`src/rtl/store_write_buffer.sv`:
```
// Store write buffer: queues execute-stage stores, drains them to data
// memory over valid/ack, and forwards the newest pending data to loads.
module store_write_buffer #(
  parameter int Data_Width = 32,
  parameter int Addr_Width = 32,
  parameter int Depth      = 4
) (
  input  logic                       clk,
  input  logic                       rst_n,
  input  logic                       StoreEn,
  input  logic [Addr_Width-1:0]      StoreAddr,
  input  logic [Data_Width-1:0]      StoreData,
  output logic                       StoreReady,
  output logic                       MemWriteEn,
  output logic [Addr_Width-1:0]      MemAddr,
  output logic [Data_Width-1:0]      MemWriteData,
  input  logic                       MemAck,
  input  logic [Addr_Width-1:0]      LoadAddr,
  output logic                       ForwardHit,
  output logic [Data_Width-1:0]      ForwardData,
  output logic                       Empty,
  output logic [$clog2(Depth):0]     Count
);

  localparam int PW = $clog2(Depth);
  localparam int CW = PW + 1;

  logic [Addr_Width-1:0] addr_q [Depth];
  logic [Data_Width-1:0] data_q [Depth];
  logic [Depth-1:0]      valid_q, valid_d;
  logic [PW-1:0]         wptr_q, wptr_d;
  logic [PW-1:0]         rptr_q, rptr_d;
  logic [CW-1:0]         count_q, count_d;

  logic enq, deq;

  assign StoreReady = (count_q < CW'(Depth));
  assign Empty      = (count_q == '0);
  assign Count      = count_q;
  assign MemWriteEn = !Empty;

  assign enq = StoreEn && StoreReady;
  assign deq = MemWriteEn && MemAck;

  // Head entry presented to memory; zero when nothing is pending.
  always_comb begin
    MemAddr      = '0;
    MemWriteData = '0;
    if (!Empty) begin
      MemAddr      = addr_q[rptr_q];
      MemWriteData = data_q[rptr_q];
    end
  end

  // Pointer, count and valid-bit next state.
  always_comb begin
    wptr_d  = wptr_q;
    rptr_d  = rptr_q;
    count_d = count_q;
    valid_d = valid_q;
    if (deq) begin
      valid_d[rptr_q] = 1'b0;
      rptr_d          = rptr_q + 1'b1;
    end
    if (enq) begin
      valid_d[wptr_q] = 1'b1;
      wptr_d          = wptr_q + 1'b1;
    end
    unique case (1'b1)
      (enq && !deq): count_d = count_q + 1'b1;
      (deq && !enq): count_d = count_q - 1'b1;
      default:       count_d = count_q;
    endcase
  end

  // Control state registers.
  always_ff @(posedge clk or negedge rst_n) begin
    if (!rst_n) begin
      wptr_q  <= '0;
      rptr_q  <= '0;
      count_q <= '0;
      valid_q <= '0;
    end else begin
      wptr_q  <= wptr_d;
      rptr_q  <= rptr_d;
      count_q <= count_d;
      valid_q <= valid_d;
    end
  end

  // Entry payload; contents are qualified by valid_q so no reset needed.
  always_ff @(posedge clk) begin
    if (enq) begin
      addr_q[wptr_q] <= StoreAddr;
      data_q[wptr_q] <= StoreData;
    end
  end

  // Oldest-to-youngest scan so the youngest match overwrites older ones.
  always_comb begin
    ForwardHit  = 1'b0;
    ForwardData = '0;
    for (int k = Depth; k >= 1; k--) begin
      logic [PW-1:0] idx;
      idx = wptr_q - PW'(k);
      if (valid_q[idx] && (addr_q[idx] == LoadAddr)) begin
        ForwardHit  = 1'b1;
        ForwardData = data_q[idx];
      end
    end
  end

endmodule

```
`config.mk`:
```
export PLATFORM = sky130hd
export DESIGN_NAME = store_write_buffer
export DESIGN_NICKNAME = d
export VERILOG_FILES = /design/src/rtl/store_write_buffer.sv
export SDC_FILE = /design/constraint.sdc
export NUM_CORES = 1
export LEC_CHECK = 0
export CAP_MARGIN = 5
export CORE_UTILIZATION = 63
export DETAILED_ROUTE_END_ITERATION = 16
export PLACE_DENSITY = 0.87
export SLEW_MARGIN = 20
export SYNTH_ARGS = -nofsm -noshare
export SYNTH_HDL_FRONTEND = slang
export SYNTH_SLANG_ARGS = --single-unit
```
`constraint.sdc`:
```
create_clock -name clk -period 10.45 [get_ports clk]
set_input_delay 1.045 -clock clk [delete_from_list [all_inputs] [get_ports clk]]
set_output_delay 1.045 -clock clk [all_outputs]
set_load 0.1 [all_outputs]
```
; ---- Yosys cells after proc, flatten, opt, wreduce, memory -nomap -nowiden
; Memories as Yosys holds them, arrays and structs flattened.
; Cells that the tools add are included.
; Widths: inputs -> output; s select.
[op_classes]
add_sub_neg = 7
magnitude_cmp = 8
eq_ne = 4
mux = 27
n_bitwise = 3
n_reduce_logical = 15
[op_table]
columns = cell, count
row1 = $mux 32, 6
row2 = $eq 32x32->1, 4
row3 = $lt 2x3->1 const B, 5
row4 = $mux 1, 12
row5 = $logic_and 1x1->1, 10
row6 = $bmux 1 s2, 4
row7 = $mux 4, 2
row8 = $pmux 3 s2, 1
row9 = $add 2x1->2 const B, 2
row10 = $and 4x4->4, 1
row11 = $demux 1 s2, 2
row12 = $ge 2x1->1 const B, 2
row13 = $not 4->4, 1
row14 = $or 4x4->4, 1
row15 = $sub 2x2->2 const B, 2
row16 = $add 3x1->3 const B, 1
row17 = $logic_not 1->1, 3
row18 = $logic_not 3->1, 1
row19 = $lt 3x3->1 const B, 1
row20 = $sub 3x1->3 const B, 1
row21 = $reduce_bool 2->1, 1
row22 = $sub 2x1->2 const B, 1
[word_totals]
regBits = 11
mem_bits_rw = 256
input_bits = 100
out_inout_bits = 103
word_cells = 70
n_memories = 2
[memory_table]
columns = memory, depth, word_bits, rd, rd_clocked_by_memory_dff, wr, line_no
row1 = addr_q, 4, 32, 5, 0, 1, 28  ; logic [Addr_Width-1:0] addr_q [Depth];
row2 = data_q, 4, 32, 5, 0, 1, 29  ; logic [Data_Width-1:0] data_q [Depth];

; ---- Logic depth before layout (Yosys ltp)
; Gate-level depths: netlist of run 1.
[logic_depth]
depth_word = 9
mapped_depth = 22
depth_no_buf = 10

; ---- Least setup slack after synthesis of run 1
; Ideal clock, no wire load.
[synth_timing]
path_kind = register -> output
from = register wptr_q[1]
to = output port ForwardData[10]
t_arrival_ps = 5642
t_required_ps = 9405
setup_slack_ps = 3763
stages_incl_launch_ff = 23
path_buffers = 12
cell_sequence = dfrtp_1 -> buf_6 -> buf_4 -> buf_2 -> buf_2 -> buf_6 -> clkbuf_1 -> inv_1 -> ha_1 -> buf_4 -> buf_6 -> buf_6 -> buf_6 -> buf_6 -> mux2i_1 -> nor2_1 -> a2111oi_0 -> o22ai_1 -> nor3_1 -> nand3_1 -> buf_4 -> mux2i_1 -> o21ai_1
[synth_between]
elab_chain_len = 7
word_cells_on_any_way = 25
cone_classes = add/sub: 3 / eq/ne: 4 / mux: 12 / reduce/logical: 4 / memory: 2
[synth_rtl]
columns = element, line_no
row1 = "start, declared", 31  ; logic [PW-1:0] wptr_q, wptr_d;
row2 = "start signal, assigned", 84  ; wptr_q <= wptr_d;
row3 = "$sub 2x2->2, or another cell as far along", 105  ; idx = wptr_q - PW'(k);
row4 = "$mem_v2 4x32, or another cell as far along", -
row5 = "$eq 32x32->1, or another cell as far along", 106  ; if (valid_q[idx] && (addr_q[idx] == LoadAddr)) begin
row6 = $logic_and 1x1->1 or $mux 32 (tied branches), 106
row7 = $mux 32 (2 in series), 106
row8 = $mux 32 *, 106
row9 = "end, declared", 20  ; output logic [Data_Width-1:0] ForwardData,
; Mark *: on every way between the ends. The rest lies on a longest branch, timed or not. The select of a mux whose other input is x is not followed.

; ---- Final worst setup path of run 1
[layout_timing]
from = register wptr_q[0]
to = output port ForwardData[21]
; Same word-level chain as after synthesis.

==> results of run 1 <==
-- layer usage --
metal,track usage,vias up
li1,-,5534
met1,0.456,6904
met2,0.536,872
met3,0.0564,140
met4,0.123,8
met5,0,-
-- cell families after synthesis --
group	count (synthesis)
multiplexers	420
AO/OA/AOI/OAI	94
buffers and inverters	143
adder cells (fa/ha/maj)	10
AND/OR/NAND/NOR	213
flip-flops	267
XOR/XNOR	113
-- cells in the final DEF (no fill, tap or decap), drive strengths merged, types with 9 or more instances in the layout --
cell / netlist / final
dfrtp: 11 / 11
nor2b: 84 / 84
clkdlybuf4s50: 0 / 169
xor2: 23 / 23
and4: 32 / 32
xnor2: 90 / 90
and2b: 17 / 17
edfxtp: 256 / 256
clkinv: 1 / 13
nand4: 20 / 20
nand3: 9 / 9
o21ai: 40 / 40
clkbuf: 48 / 34
ha: 9 / 9
mux2i: 114 / 114
buf: 67 / 51
inv: 20 / 21
nor4: 11 / 11
mux4: 301 / 301
nand2: 25 / 25
-- layout make-up --
| class | instances | area (µm²) | area share |
|---|---|---|---|
| Timing Repair Buffer | 220 | 2160 | 0.0944 |
| Sequential cell | 267 | 7980 | 0.349 |
| Clock inverter | 18 | 149 | 0.00651 |
| Clock buffer | 34 | 753 | 0.0329 |
| Tap cell | 396 | 495 | 0.0217 |
| Antenna cell | 4 | 10.0 | 0.000438 |
| Multi-Input combinational cell | 850 | 11200 | 0.492 |
| Inverter | 21 | 78.8 | 0.00345 |
-- registers in the layout (all words and copies together), names as in the netlist --
| register | flops |
|---|---|
| Count | 3 |
| wptr_q | 2 |
| valid_q | 4 |
| data_q | 128 |
| addr_q | 128 |
| rptr_q | 2 |
-- worst register-to-register path, stage by stage (launching register included) --
cell,delay (ps)
dfrtp_4,720
buf_16,340
buf_12,400
buf_16,530
ha_1,310
and2_4,900
-- final timing paths --
kind | from | to | cells after the start
worst min register to register | Count[0] | Count[0] | 1
min in group asynchronous | rst_n | Count[2] | 1
worst max register to register | wptr_q[0] | data_q[3][5] | 5
worst min-delay path | Count[0] | Count[0] | 1
max in group asynchronous | rst_n | rptr_q[0] | 1
worst max-delay path | wptr_q[0] | ForwardData[21] | 13
-- stage by stage --
stage          hold slack, ps  utilization  cells
2_1_floorplan             493            -   1260
4_1_cts                   522        0.737   1803
3_5_place_dp              511        0.708   1751
6_report                  519        0.740   1810
5_1_grt                   568        0.740   1809
3_3_place_gp              486        0.708   1751
-- report_power, final --
group / internal, µW / switching (µW) / leakage, µW
sequential: 1360 / 247 / 0.00245
clock: 542 / 430 / 0.000432
combinational: 2260 / 3140 / 0.00502
==> summary.txt, run 1 <==
Setup path
  – Max incr delay on CP: 1010 ps
  – Slowest cell on the critical path: ha_4
  – Critical Path AT: 6510 ps
  – CP Class: reg -> out
  – Worst-path maximum fanout: 46
  – Most frequent CP cell: buf_4
  – CP endpoint kind: output port
  – CP top delay family: buffers and inverters
  – Critical Path RT: 9410 ps
  – Reg2Reg Setup Slack: 6800 ps
  – Crit path buffers/inverters: 4
  – CP startpoint kind: register
  – Cells along the critical path: clkinv_1, ha_4, buf_4, mux4_2, xor2_1, nor4_1, nand4_1, nor4_1, nand4_1, buf_4, nand2_2, o21ai_1, buf_4

Floorplanning
  – Core area: 30900 µm²
  – IO Pins: 203
  – DIE AREA: 32500 µm²
  – Cell Rows: 64
  – Die Ht: 180 µm
  – Die width: 180 µm
  – Starting Density: 0.648

Clock tree
  – Skew-Pair Late Insertion Delay: 560 ps
  – Hold Buf Count CTS: 0
  – Clk slew on worst S/H paths: 60 ps
  – Max Buffers Root-to-Sink: 3
  – Num CTS Buffers: 28
  – CTS root buf: clkbuf_16
  – Clk sinks: 267
  – Post CTS Setup Buffer Count: 0
  – H-tree depth: 1
  – Post-cts resize count: 0
  – CTS tree: yes

Cells and area
  – Share of layout cells above drive strength 1: 0.294
  – Nets: 1498
  – Post-Layout Inst Area: 22900 µm²
  – Filler Cell Count: 1849
  – Layout area overhead: 14.1%

STA
  – RSZ-0062 raised after global routing: false
  – Final Slew Violations: 0
  – Fmax achieved: 0.132 GHz
  – Final setup TNS: 0 ps
  – Max_slew headroom: 0.230
  – Final WS setup: 2890 ps
  – Post-layout minimum cycle time: 7560 ps
  – Setup violations, final: 0
  – Slew at the pin with the worst max-slew slack: 1150 ps
  – Setup Skew: 12.2 ps
  – Final Cycle Share: 0.723
  – Final Hold Violating Endpoints: 0

Global routing
  – Global route overflow: 0
  – Largest net degree at the start of global routing: 154
  – First-pass GRT wire length: 81700 µm
  – Vias in the first global route: 13600
  – Tot GR Track Use: 0.331
  – Antenna violations before repair: 8

Routing
  – Met3 WL: 5270 µm
  – Top Metal Used: met5
  – Post-DRT Antenna Nets: 0
  – Final WL: 52800 µm
  – 1st-iter DRT viols: 1703
  – WL per Instance: 29.1 µm
  – WL met1: 19400 µm
  – Post-route DRC: 0
  – Drt pass-1 iters: 5
  – Vias per cell: 7.44
  – Via count: 13500
  – Met2 wire length: 26000 µm

Power and ir drop
  – Pleak: 0.00790 µW
  – Total power: 7980 µW
  – PD cells: 349 nW/µm²
  – Peak supply drop: 0.000329 V

Logic synthesis
  – Post-synth top flop: edfxtp_1
  – Syn_nets: 1370
  – Number of distinct library cells after synthesis: 57
  – Area contributors post-synth: edfxtp_1, mux4_2, mux2i_1
  – Syn Inst Count: 1260
  – Post-synthesis compound-gate area fraction: 0.0320
  – Most frequent cell after synthesis: edfxtp_1
  – Yosys Warn Count: 0
  – Share of the synthesized area in the top cell type: 0.384
  – Most frequent cells after synthesis: edfxtp_1, mux4_2, mux2i_1, xnor2_1, nor2b_1
  – Simple-gate share of the synthesized area: 0.0668
  – Synth Area in XOR/XNOR: 0.0494
  – Cell taking the most area after synthesis: edfxtp_1
  – Synth Area per Inst: 15.9 µm²
  – Post-synth EDFFs: 256
  – Sequential share of the synthesized area: 0.397
  – Async set or reset register ratio after synthesis: 0.0412
  – Number of synthesized register bits: 267
  – Adder-Cell Fraction of Synth Area: 0.00662
  – Mapped Area: 20000 µm²
  – Mux cell area share after synthesis: 0.404
  – Largest family of logic cells by synthesized area: multiplexers

Place
  – DP Wirelength: 33900 µm
  – Gpl congestion: 0.925
  – Placement Cell Area: 21900 µm²
  – Port bufs: 202
  – Dpl ws: 2360 ps

Run status
  – Outcome: complete, no violations

Flow run
  – Maxcap violations: 0

Min path
  – Type of the most critical hold path: reg -> reg
No activity file was read; power rests on OpenSTA's default activity.
==> run 2, diff against run 1 <==
- CORE_UTILIZATION: 63 -> 53
- PLACE_DENSITY: 0.87 -> 0.78
- clock period: 10.45 -> 6.9 ns (I/O delays scaled with it)
==> summary.txt, run 2 (synthesized netlist as in run 1, its figures left out) <==
Clock tree
  – Max Buffers Root-to-Sink: 3
  – CTS tree: yes
  – Post-cts resize count: 0
  – Clk sinks: 267
  – Hold Buf Count CTS: 0
  – H-tree depth: 1
  – Post CTS Setup Buffer Count: 0
  – Skew-Pair Late Insertion Delay: 580 ps
  – CTS root buf: clkbuf_16
  – Clk slew on worst S/H paths: 60 ps
  – Num CTS Buffers: 29

Setup path
  – CP Class: reg -> out
  – Worst r2r path cells: 4
  – Critical Path RT: 6210 ps
  – Reg-to-Reg Start: wptr_q[1]
  – Critical Path AT: 5450 ps
  – CP endpoint: ForwardData[3]
  – Reg2Reg Setup Slack: 3270 ps
  – CP startpoint kind: register
  – Critical R2R Capture: data_q[3][5]
  – Worst-path maximum fanout: 52
  – CP endpoint kind: output port
  – Crit path from: wptr_q[1]

Cells and area
  – Highest-count cells in the layout ignoring fill and taps: edfxtp_1, mux4_2, clkdlybuf4s50_1
  – Biggest regs: addr_q: 128 flops, data_q: 128 flops, valid_q: 4 flops
  – Share of layout cells above drive strength 1: 0.296
  – Commonest non-fill, non-tap cell in the layout: edfxtp_1
  – Filler Cell Count: 2592
  – Post-Layout Inst Area: 23500 µm²
  – Layout area overhead: 17.0%
  – Nets: 1506

STA
  – Final Cycle Share: 0.891
  – RSZ-0062 raised after global routing: false
  – Final Slew Violations: 0
  – Setup violations, final: 0
  – Final Hold Violating Endpoints: 0
  – Post-layout minimum cycle time: 6140 ps
  – Max_slew headroom: 0.244
  – Final setup TNS: 0 ps
  – Setup Skew: 15.6 ps
  – Fmax achieved: 0.163 GHz
  – Slew at the pin with the worst max-slew slack: 1130 ps
  – Worst hold margin: 456 ps

Global routing
  – First-pass GRT wire length: 82200 µm
  – Antenna violations before repair: 5
  – Global route overflow: 0
  – Vias in the first global route: 13400
  – Tot GR Track Use: 0.284
  – Largest net degree at the start of global routing: 138

Place
  – DP Wirelength: 35100 µm
  – Placement Cell Area: 22500 µm²
  – Gpl congestion: 0.899
  – Port bufs: 202

Power and ir drop
  – Peak supply drop: 0.000461 V
  – PD cells: 519 nW/µm²
  – Pleak: 0.00805 µW

Run status
  – Outcome: complete, no violations

Routing
  – Post-DRT Antenna Nets: 0
  – Final WL: 54000 µm
  – Post-route DRC: 0
  – 1st-iter DRT viols: 1595
  – Via count: 13400
  – WL per Instance: 28.0 µm
  – Vias per cell: 6.93
  – Drt pass-1 iters: 6

Floorplanning
  – Die Ht: 196 µm
  – Die width: 196 µm
  – Core area: 36900 µm²
  – IO Pins: 203
  – Cell Rows: 70
  – DIE AREA: 38600 µm²
  – Starting Density: 0.544

Flow run
  – Maxcap violations: 0

Min path
  – Type of the most critical hold path: in -> async
run 2: critical path: stages (launching register included):
cell and delay [ps]:
dfrtp_4 960, inv_1 240, ha_4 400, buf_4 390
mux4_2 380, xor2_1 180, nor4_1 470, nand4_1 170
nor4_1 240, nand4_1 130, buf_4 380, nand2_1 200
buf_4 250, o21ai_1 180, buf_12 200
run 2: cell type report:
| class | instances | area [µm²] | share of cell area |
|---|---|---|---|
| Timing Repair Buffer | 227 | 2550 | 0.109 |
| Sequential cell | 267 | 7980 | 0.340 |
| Clock inverter | 15 | 164 | 0.00699 |
| Clock buffer | 39 | 803 | 0.0342 |
| Inverter | 21 | 78.8 | 0.00336 |
| Tap cell | 504 | 631 | 0.0269 |
| Multi-Input combinational cell | 850 | 11200 | 0.479 |
| Antenna cell | 3 | 7.51 | 0.000320 |
run 2: worst min path at each step:
stage / slack, ps / endpoint
final: 460 / Count[0]
after global placement: 500 / Count[0]
after global routing: 490 / Count[0]
after floorplan: 390 / Count[0]
after CTS: 460 / Count[0]
after detailed placement: 490 / Count[0]
run 2: stage by stage:
step | instances | utilization | worst slack, ps | power (µW)
floorplan | 1260 | - | 568 | 9120
global placement | 1869 | 0.610 | 1410 | 10600
detailed placement | 1869 | 0.610 | 1500 | 10600
CTS | 1923 | 0.636 | 810 | 12200
global route | 1923 | 0.636 | 505 | 12700
finish | 1926 | 0.636 | 755 | 12200
run 2: power breakdown:
part           switching [µW]  internal (µW)  total [µW]
Combinational            4710           3410        8120
Sequential                429           2060        2490
Clock                     643            928        1570
Total                    5780           6400       12200
run 2: routing by layer:
metal	wire [µm]	GRT usage
met1	20400	0.388
met3	5070	0.0467
met2	26600	0.461
met4	1890	0.108
met5	30	0
==> run 3, diff against run 2 <==
- CORE_MARGIN: not set -> 8
- SKIP_CTS_REPAIR_TIMING: not set -> 1
==> summary.txt, run 3 (synthesized netlist as in run 1, its figures left out) <==
Floorplanning
  – Die Ht: 210 µm
  – Core area: 37500 µm²
  – Starting Density: 0.535
  – DIE AREA: 44300 µm²
  – Cell Rows: 71
  – Die width: 210 µm
  – IO Pins: 203

Cells and area
  – Commonest non-fill, non-tap cell in the layout: edfxtp_1
  – Post-route insts no fill: 1938
  – Final Util: 0.625
  – Layout area overhead: 17.0%
  – Share of layout cells above drive strength 1: 0.297
  – Biggest regs: addr_q: 128 flops, data_q: 128 flops, valid_q: 4 flops
  – Nets: 1510
  – Highest-count cells in the layout ignoring fill and taps: edfxtp_1, mux4_2, clkdlybuf4s50_1

Place
  – Gpl congestion: 0.922
  – Placed Cells: 1880
  – Dpl ws: 1150 ps
  – Port bufs: 202
  – DP Wirelength: 36200 µm

Setup path
  – CP startpoint kind: register
  – Reg2Reg Setup Slack: 3710 ps
  – CP endpoint kind: output port
  – CP Class: reg -> out
  – Worst r2r path cells: 11
  – Critical Path AT: 5900 ps
  – Worst-path maximum fanout: 34
  – Critical R2R Capture: Count[2]
  – Most frequent CP cell: buf_4
  – Cells along the critical path: inv_1, ha_4, buf_4, mux4_2, xnor2_1, nand4_1, nor4_1, nand3_2, buf_4, mux2i_1, o21ai_1, buf_12
  – Reg-to-Reg Start: Count[0]
  – Critical Path RT: 6210 ps
  – Slowest cell on the critical path: dfrtp_4
  – Max incr delay on CP: 710 ps

STA
  – Max_slew headroom: 0.258
  – Post-layout minimum cycle time: 6590 ps
  – Slew at the pin with the worst max-slew slack: 1110 ps
  – RSZ-0062 raised after global routing: false
  – Setup violations, final: 0
  – Fmax achieved: 0.152 GHz
  – Final setup TNS: 0 ps
  – Final Cycle Share: 0.955
  – Final Slew Violations: 0
  – Final Hold Violating Endpoints: 0
  – Final WS setup: 313 ps
  – Setup Skew: 17.9 ps

Clock tree
  – Clk sinks: 267
  – CTS tree: yes
  – H-tree depth: 1
  – Clk slew on worst S/H paths: 60 ps
  – Max Buffers Root-to-Sink: 3
  – Skew-Pair Late Insertion Delay: 580 ps
  – CTS root buf: clkbuf_16
  – Num CTS Buffers: 29

Power and ir drop
  – Pleak: 0.00803 µW
  – PD cells: 517 nW/µm²
  – Total power: 12100 µW
  – Peak supply drop: 0.000520 V

Routing
  – WL per Instance: 27.9 µm
  – 1st-iter DRT viols: 1302
  – Drt pass-1 iters: 5
  – Via count: 13300
  – Post-DRT Antenna Nets: 0
  – Vias per cell: 6.86
  – Post-route DRC: 0
  – Final WL: 54000 µm

Run status
  – Outcome: complete, no violations

Global routing
  – Antenna violations before repair: 7
  – Vias in the first global route: 13500
  – Largest net degree at the start of global routing: 76
  – Global route overflow: 0
  – First-pass GRT wire length: 82700 µm
  – Tot GR Track Use: 0.241

Flow run
  – Maxcap violations: 0

Min path
  – Type of the most critical hold path: in -> async
==> run 3: changes by cell type in the layout (fill, tap and decap cells not counted), sizes merged <==
cell	previous run	this run
clkbuf	39	33
buf	58	62
diode	3	7
clkinvlp	0	2
clkinv	12	13
==> run 3: worst max path at each step <==
stage	end	start	cells after the start	slack [ps]
2_1_floorplan	ForwardData[10]	wptr_q[1]	22	570
3_3_place_gp	ForwardData[2]	wptr_q[1]	12	1210
3_5_place_dp	ForwardData[2]	wptr_q[1]	12	1150
4_1_cts	ForwardData[2]	wptr_q[1]	12	490
5_1_grt	ForwardData[2]	wptr_q[1]	12	210
6_report	ForwardData[2]	wptr_q[1]	12	310
==> run 3: layout make-up <==
class,count,area [µm²]
Fill cell,2751,14000
Multi-Input combinational cell,850,11200
Sequential cell,267,7980
Timing Repair Buffer,231,2570
Clock buffer,33,741
Tap cell,511,639
Clock inverter,18,183
Inverter,21,78.8
Antenna cell,7,17.5
==> run 3: worst max-delay path: cells and delay by family, from the launching register on <==
family                     cells  cell delay [ps]
buffers and inverters          4             1180
and+or+nand+nor                3             1040
muxes                          2              770
DFF                            1              710
adders and majority gates      1              650
xor gates and xnor gates       1              470
AOI/OAI and AO/OA              1              360
==> run 3: per-stage QoR <==
stage	instance area, µm²	hold slack [ps]
after global routing	23400	513
final	23400	484
after CTS	23400	470
after detailed placement	22500	495
after floorplan	20000	394
after global placement	22500	488
==> run 3: routing by layer <==
metal,part of all wire,global-route usage
met1,0.39,0.326
met2,0.49,0.386
met3,0.092,0.0463
met4,0.029,0.0927
met5,0.00044,0
==> run 3: where the power goes <==
| part | switching, µW | leakage (µW) | total (µW) | internal (µW) |
|---|---|---|---|---|
| logic | 4740 | 0.00513 | 8160 | 3420 |
| registers | 384 | 0.00245 | 2440 | 2060 |
| clock network | 638 | 0.000450 | 1520 | 881 |
| total | 5760 | 0.00803 | 12100 | 6350 |
